--- config.mk ---
export PLATFORM = sky130hd
export DESIGN_NAME = alu_sequencer
export DESIGN_NICKNAME = d
export VERILOG_FILES = /design/src/rtl/alu_pkg.sv /design/src/rtl/alu_cmd_fifo.sv /design/src/rtl/alu_sequencer.sv
export SDC_FILE = /design/constraint.sdc
export NUM_CORES = 1
export LEC_CHECK = 0
export ABC_CLOCK_PERIOD_IN_PS = 3300
export BUFFER_PORTS_ARGS = -buffer_cell sky130_fd_sc_hd__buf_2
export CORE_UTILIZATION = 40
export CTS_BUF_LIST = sky130_fd_sc_hd__clkbuf_2 sky130_fd_sc_hd__clkbuf_4 sky130_fd_sc_hd__clkbuf_8
export DETAILED_ROUTE_END_ITERATION = 7
export PLACE_DENSITY_LB_ADDON = 0.15
export SLEW_MARGIN = 20
export SYNTH_ARGS = -nofsm -noshare
export SYNTH_HDL_FRONTEND = slang
export SYNTH_HIERARCHICAL = 1
export SYNTH_SLANG_ARGS = --single-unit
--- constraint.sdc ---
create_clock -name clk -period 3.3 [get_ports clk]
set_input_delay 0.33 -clock clk [delete_from_list [all_inputs] [get_ports clk]]
set_output_delay 0.33 -clock clk [all_outputs]
set_load 0.005 [all_outputs]
--- src/rtl/alu_pkg.sv ---
// Shared opcode table, sequencer FSM encoding and command layout for the ALU path.
// Latency: none (declarations only).
// Backpressure: n/a.
package alu_pkg;

    localparam logic [3:0] OP_ADD  = 4'b0000;
    localparam logic [3:0] OP_SUB  = 4'b0001;
    localparam logic [3:0] OP_MUL  = 4'b0010;
    localparam logic [3:0] OP_DIV  = 4'b0011;
    localparam logic [3:0] OP_ADDA = 4'b0100;
    localparam logic [3:0] OP_MULA = 4'b0101;
    localparam logic [3:0] OP_MAC  = 4'b0110;
    localparam logic [3:0] OP_ROL  = 4'b0111;
    localparam logic [3:0] OP_ROR  = 4'b1000;
    localparam logic [3:0] OP_AND  = 4'b1001;
    localparam logic [3:0] OP_OR   = 4'b1010;
    localparam logic [3:0] OP_XOR  = 4'b1011;
    localparam logic [3:0] OP_NAND = 4'b1100;
    localparam logic [3:0] OP_ETH  = 4'b1101;
    localparam logic [3:0] OP_GTH  = 4'b1110;
    localparam logic [3:0] OP_LTH  = 4'b1111;

    // Sequencer FSM encoding.
    typedef enum logic [1:0] {
        ST_IDLE  = 2'd0,
        ST_ISSUE = 2'd1,
        ST_WAIT  = 2'd2,
        ST_RESP  = 2'd3
    } seq_state_t;

    // One queued command: 4-bit opcode plus two 8-bit operands (20 bits).
    typedef struct packed {
        logic [3:0] opcode;
        logic [7:0] a;
        logic [7:0] b;
    } cmd_t;

    localparam int CMD_W = $bits(cmd_t);

    // Opcodes that modify the ALU's internal accumulator when sampled.
    function automatic logic is_accum_op(input logic [3:0] op);
        return (op == OP_ADDA) || (op == OP_MULA) || (op == OP_MAC);
    endfunction

endpackage

--- src/rtl/alu_cmd_fifo.sv ---
// Command queue: synchronous FIFO with flush, power-of-two DEPTH entries of WIDTH bits.
// Latency: written entry is visible at the read port one cycle after the push edge.
// Backpressure: full blocks pushes (no overwrite); empty blocks pops; flush beats a same-edge push.
//
// Ports: clk, rst_n (async, active-low); wr_vld/wr_dat push side; rd_vld pop request,
//        rd_dat head entry; flush discards all entries; full/empty status.
module alu_cmd_fifo #(
    parameter int WIDTH = 20,
    parameter int DEPTH = 4
) (
    input  logic             clk,
    input  logic             rst_n,
    input  logic             wr_vld,
    input  logic [WIDTH-1:0] wr_dat,
    input  logic             rd_vld,
    output logic [WIDTH-1:0] rd_dat,
    input  logic             flush,
    output logic             full,
    output logic             empty
);

    localparam int AW = (DEPTH > 1) ? $clog2(DEPTH) : 1;
    localparam logic [AW:0] FULL_CNT = (AW + 1)'(DEPTH);

    logic [WIDTH-1:0] mem [DEPTH];
    logic [AW-1:0]    wr_ptr;
    logic [AW-1:0]    rd_ptr;
    logic [AW:0]      count;
    logic             do_push;
    logic             do_pop;

    assign full    = (count == FULL_CNT);
    assign empty   = (count == '0);
    assign do_push = wr_vld && !full;
    assign do_pop  = rd_vld && !empty;
    assign rd_dat  = mem[rd_ptr];

    // Pointers wrap naturally because DEPTH is a power of two.
    always_ff @(posedge clk or negedge rst_n) begin
        if (!rst_n) begin
            wr_ptr <= '0;
            rd_ptr <= '0;
            count  <= '0;
        end else if (flush) begin
            wr_ptr <= '0;
            rd_ptr <= '0;
            count  <= '0;
        end else begin
            if (do_push) begin
                wr_ptr <= wr_ptr + 1'b1;
            end
            if (do_pop) begin
                rd_ptr <= rd_ptr + 1'b1;
            end
            count <= count + {{AW{1'b0}}, do_push} - {{AW{1'b0}}, do_pop};
        end
    end

    // Storage needs no reset: occupancy alone decides what is valid.
    always_ff @(posedge clk) begin
        if (do_push && !flush) begin
            mem[wr_ptr] <= wr_dat;
        end
    end

endmodule

--- src/rtl/alu_sequencer.sv ---
// Queues ALU commands and issues them one at a time to an external ALU, returning each result.
// Latency: command into empty queue at edge E0 -> rsp_valid after edge E(2+ALU_LATENCY).
// Backpressure: cmd_ready = queue not full; RESP holds its result until rsp_ready, stalling issue.
//
// Ports: clk, rst_n (async, active-low);
//        cmd_valid/cmd_ready/cmd_opcode/cmd_a/cmd_b  command input;
//        flush                                        drop queued, unissued commands;
//        alu_a/alu_b/alu_opcode -> ALU, alu_out <- ALU;
//        rsp_valid/rsp_ready/rsp_data/rsp_opcode     result output;
//        busy                                         queue non-empty or command in flight.
module alu_sequencer
    import alu_pkg::*;
#(
    parameter int unsigned FIFO_DEPTH  = 4,
    parameter int unsigned ALU_LATENCY = 1,
    parameter logic [3:0]  IDLE_OPCODE = OP_AND
) (
    input  logic       clk,
    input  logic       rst_n,
    input  logic       cmd_valid,
    output logic       cmd_ready,
    input  logic [3:0] cmd_opcode,
    input  logic [7:0] cmd_a,
    input  logic [7:0] cmd_b,
    input  logic       flush,
    output logic [7:0] alu_a,
    output logic [7:0] alu_b,
    output logic [3:0] alu_opcode,
    input  logic [7:0] alu_out,
    output logic       rsp_valid,
    input  logic       rsp_ready,
    output logic [7:0] rsp_data,
    output logic [3:0] rsp_opcode,
    output logic       busy
);

    localparam logic [2:0] WAIT_LAST = 3'(ALU_LATENCY - 1);

    seq_state_t state_q;
    seq_state_t state_d;
    logic [2:0] wait_cnt_q;
    logic [2:0] wait_cnt_d;

    // Low in reset and for the first edge after release so the queue never
    // takes a command while the rest of the block is still coming out of reset.
    logic       run_q;

    logic             fifo_full;
    logic             fifo_empty;
    logic             fifo_pop;
    logic             fifo_push;
    logic [CMD_W-1:0] fifo_rd_dat;
    cmd_t             in_cmd;
    cmd_t             head;

    logic             head_avail;
    logic             issue;
    logic             capture;

    logic [7:0] alu_a_q;
    logic [7:0] alu_b_q;
    logic [3:0] alu_op_q;
    logic [3:0] cur_op_q;
    logic [7:0] rsp_data_q;
    logic [3:0] rsp_op_q;

    assign in_cmd    = '{opcode: cmd_opcode, a: cmd_a, b: cmd_b};
    assign head      = cmd_t'(fifo_rd_dat);
    assign cmd_ready = run_q && !fifo_full;
    assign fifo_push = cmd_valid && cmd_ready;

    alu_cmd_fifo #(
        .WIDTH (CMD_W),
        .DEPTH (FIFO_DEPTH)
    ) u_cmd_fifo (
        .clk    (clk),
        .rst_n  (rst_n),
        .wr_vld (fifo_push),
        .wr_dat (in_cmd),
        .rd_vld (fifo_pop),
        .rd_dat (fifo_rd_dat),
        .flush  (flush),
        .full   (fifo_full),
        .empty  (fifo_empty)
    );

    // A flush on this edge empties the queue, so the head is not issuable.
    assign head_avail = !fifo_empty && !flush;

    always_comb begin
        state_d    = state_q;
        wait_cnt_d = wait_cnt_q;
        fifo_pop   = 1'b0;
        issue      = 1'b0;
        capture    = 1'b0;
        unique case (state_q)
            ST_IDLE: begin
                if (head_avail) begin
                    fifo_pop = 1'b1;
                    issue    = 1'b1;
                    state_d  = ST_ISSUE;
                end
            end
            ST_ISSUE: begin
                // Single cycle: the ALU sees this command on exactly one edge.
                state_d    = ST_WAIT;
                wait_cnt_d = '0;
            end
            ST_WAIT: begin
                if (wait_cnt_q == WAIT_LAST) begin
                    capture    = 1'b1;
                    state_d    = ST_RESP;
                    wait_cnt_d = '0;
                end else begin
                    wait_cnt_d = wait_cnt_q + 3'd1;
                end
            end
            ST_RESP: begin
                if (rsp_ready) begin
                    if (head_avail) begin
                        fifo_pop = 1'b1;
                        issue    = 1'b1;
                        state_d  = ST_ISSUE;
                    end else begin
                        state_d = ST_IDLE;
                    end
                end
            end
            default: begin
                state_d = ST_IDLE;
            end
        endcase
    end

    always_ff @(posedge clk or negedge rst_n) begin
        if (!rst_n) begin
            state_q    <= ST_IDLE;
            wait_cnt_q <= '0;
            run_q      <= 1'b0;
        end else begin
            state_q    <= state_d;
            wait_cnt_q <= wait_cnt_d;
            run_q      <= 1'b1;
        end
    end

    // ALU drive registers: loaded only for the ISSUE cycle, otherwise parked
    // on the non-accumulating idle opcode with zero operands.
    always_ff @(posedge clk or negedge rst_n) begin
        if (!rst_n) begin
            alu_a_q  <= 8'h00;
            alu_b_q  <= 8'h00;
            alu_op_q <= IDLE_OPCODE;
            cur_op_q <= 4'h0;
        end else if (issue) begin
            alu_a_q  <= head.a;
            alu_b_q  <= head.b;
            alu_op_q <= head.opcode;
            cur_op_q <= head.opcode;
        end else begin
            alu_a_q  <= 8'h00;
            alu_b_q  <= 8'h00;
            alu_op_q <= IDLE_OPCODE;
        end
    end

    // Result registers change only on capture, so they are stable through RESP.
    always_ff @(posedge clk or negedge rst_n) begin
        if (!rst_n) begin
            rsp_data_q <= 8'h00;
            rsp_op_q   <= 4'h0;
        end else if (capture) begin
            rsp_data_q <= alu_out;
            rsp_op_q   <= cur_op_q;
        end
    end

    assign alu_a      = alu_a_q;
    assign alu_b      = alu_b_q;
    assign alu_opcode = alu_op_q;
    assign rsp_valid  = (state_q == ST_RESP);
    assign rsp_data   = rsp_data_q;
    assign rsp_opcode = rsp_op_q;
    assign busy       = !fifo_empty || (state_q != ST_IDLE);

endmodule

==> impl_metrics.yaml <==
status:
  outcome: "complete, no violations"
cells_and_area:
  drive_gt1_share_pct: 40.43
  nNetsFinal: 404
  fillCellCount: 1038
  insertedDiodeCount: 0
  stdcell_count: 539
  syn_to_final_growth_pct: 19.69
  multi_input_area_um2: 1306
  regArea_um2: 3631
floorplan:
  core-area_um2: 12160
  die_x_um: 114.2
  die-area_um2: 13050
  die_y_um: 114.2
  start_util_pct: 41.43
  fp-row-count: 40
  ios: 68
routing:
  ant_nets: 0
  drc: 0
  routed_wl_um: 8730
  num_vias: 2558
  drt-pass1-iter-count: 4
  viasPerCell: 4.746
  wl_per_cell_um: 16.20
  drt_iter0_drc: 157
pwr:
  combPwrFrac_pct: 17.5
  clkPwrFrac_pct: 34.0
  power.internal_mw: 3.092
  swShare_pct: 23.79
  power.leakage_nw: 2.477
  vdd_drop_max_v: 0.0003296
  seq_power_share_pct: 48.5
  pwr_density_cell_nw_per_um2: 672.8
  net-switching-power_mw: 0.9651
logic_synthesis:
  ys_types: 42
  synth_top_area_share_pct: 47.68
  synth-edff-count: 80
  syn_nets: 315
  synthesis.area_um2: 5039
  yosysMostFrequentCell: "edfxtp_1"
  ys_seq_elements: 129
  synthCells: 269
  synth_common_cells: "edfxtp_1, dfrtp_1, and2_1"
  avgSynthCellArea_um2: 18.73
  synthTopCellsByArea: "edfxtp_1, dfrtp_1, mux4_2, ha_1, mux2_4"
  yosys.area.top_type: "edfxtp_1"
  synth_flop_cell: "edfxtp_1"
  ys_seq_area_share_pct: 72.06
  yosys_warnings: 6
  synth-async-reset-ratio_pct: 37.98
place:
  port_buffers: 67
  dp.cells: 506
  place.gp.congestion: 0.6960
  dp_hpwl_um: 5636
timing:
  grt_setup_unrepaired: "false"
  finalCritPeriodShare_pct: 75.59
  maxSlewViolCount: 0
  finalSetupViolCount: 0
  hold_viol_final: 0
  period_needed_ns: 2.494
  slew_headroom_pct: 30.39
  finalSetupTns_ns: 0
  clock-skew-final_ns: 0.01416
  worst_slew_pin_slew_ns: 1.044
  max_freq_mhz: 400.9
setup_path:
  path_class: "reg2reg"
  cp_max_fo: 8
  startpoint_type: "register"
  arrival_ns: 2.79
  worst_ep_required_time_ns: 3.60
  worst_setup_path_end_kind: "register"
  rr_worst_depth: 12
run:
  maxCapViolations: 0
cts:
  htreeDepth: 4
  root_buffer: "clkbuf_8"
  path_clk_slew_ns: 0.08
  clockBufferDepth: 2
  cts_buffers: 17
  clk_latency_ns: 0.43
  cts_tree: "yes"
  post_cts_buffers: 0
  clock-sinks: 129
grt:
  grt_usage_pct: 15.14
  grt_pass1_wl_um: 14210
  antenna_found_initial: 0
  grt_pass1_vias: 2720
  grt_overflow: 0
  grt_max_degree: 32
min_path:
  whs_path_depth: 1
  min_path_type: "in2reg"
## critical path: stages (launching register included)
cell	delay [ns]
dfrtp_1	0.39
inv_1	0.09
ha_1	0.39
nor4_4	0.26
o31ai_1	0.14
inv_1	0.08
ha_1	0.22
inv_1	0.05
ha_1	0.13
inv_1	0.05
fa_1	0.37
xnor2_1	0.16
nor2_1	0.05
## sequential cells by signal, summed over array words and instances, names as in the netlist, 3 cells and up
name	cells
rsp_data	8
alu_b	8
alu_opcode	4
wait_cnt_q	3
u_cmd_fifo/count	3
rsp_opcode	4
u_cmd_fifo/mem	80
alu_a	8
cur_op_q	4
## timing repair
action,4_1_cts,5_1_grt
setup endpoints to repair,0,0
hold endpoints to repair,27,0
gates resized for setup,0,0
hold buffers,1,0
## through the flow
| step | instance area, um^2 | setup WS, ns | util (%) | power [mW] | hold slack, ns |
|---|---|---|---|---|---|
| 2_1_floorplan | 5039 | 0.5854 | - | 2.473 | 0.03441 |
| 3_3_place_gp | 5607 | 0.8696 | 46.10 | 2.696 | 0.4274 |
| 3_5_place_dp | 5607 | 0.7832 | 46.10 | 2.722 | 0.4179 |
| 4_1_cts | 6031 | 0.7703 | 49.59 | 4.127 | 0.08483 |
| 5_1_grt | 6031 | 0.5857 | 49.59 | 4.264 | 0.08336 |
| 6_report | 6031 | 0.8056 | 49.59 | 4.058 | 0.1174 |
## logic make-up after synthesis
kind of cell	after synthesis	share of synthesized area (%)
DFF	129	72.06
xor gates and xnor gates	3	0.5216
muxes	37	13.61
AOI/OAI and AO/OA	16	1.987
buffers and inverters	21	2.011
other	1	0.07443
and+or+nand+nor	49	6.357
adders and majority gates	13	3.377
## cells in the final DEF (no fill, tap or decap), types with 3 or more instances in the layout
master and instances:
mux2_2 6, clkbuf_4 8, mux4_2 18, nor2_1 5, dfrtp_1 47, and2_1 23
ha_1 12, inv_1 12, clkbuf_8 18, a21oi_1 3, bufinv_16 3, buf_2 67
o21ai_0 8, mux2_4 10, buf_4 10, nand2b_1 4, edfxtp_1 80, nand2_1 3
## layer usage
layer  global-route usage [%]  wire, um  up-vias
li1                         -         -     1180
met1                    18.26      3852     1303
met2                    24.24      4300       62
met3                    5.294       429       13
met4                    7.532       148        0
met5                        0         0        -
## power by group through the flow
stage	Clock [mW]	Sequential [mW]	Combinational (mW)
after floorplan	0	2.00	0.477
after global placement	0	1.99	0.704
after detailed placement	0	2.00	0.721
after CTS	1.43	1.97	0.728
after global routing	1.49	1.98	0.792
final	1.38	1.97	0.710
## path summary, 6_finish.rpt
| path | slack [ns] | endpoint | start |
|---|---|---|---|
| setup / recovery | 0.81 | u_cmd_fifo/count[2] | state_q[1] |
| hold / removal | 0.12 | u_cmd_fifo/mem[0][19] | cmd_opcode[3] |
| setup reg to reg | 0.81 | u_cmd_fifo/count[2] | state_q[1] |
| hold reg to reg | 0.50 | rsp_opcode[0] | cur_op_q[0] |
| max in group asynchronous | 2.19 | alu_b[3] | rst_n |
| min in group asynchronous | 0.49 | alu_a[5] | rst_n |
## final cells by class
type                            instances  area share (%)
Tap cell                              168           3.485
Clock inverter                          6           1.763
Timing Repair Buffer                   78           6.971
Multi-Input combinational cell        119           21.66
Inverter                               13          0.8091
Clock buffer                           26           5.104
Sequential cell                       129           60.21
No activity file was read; power rests on OpenSTA's default activity.
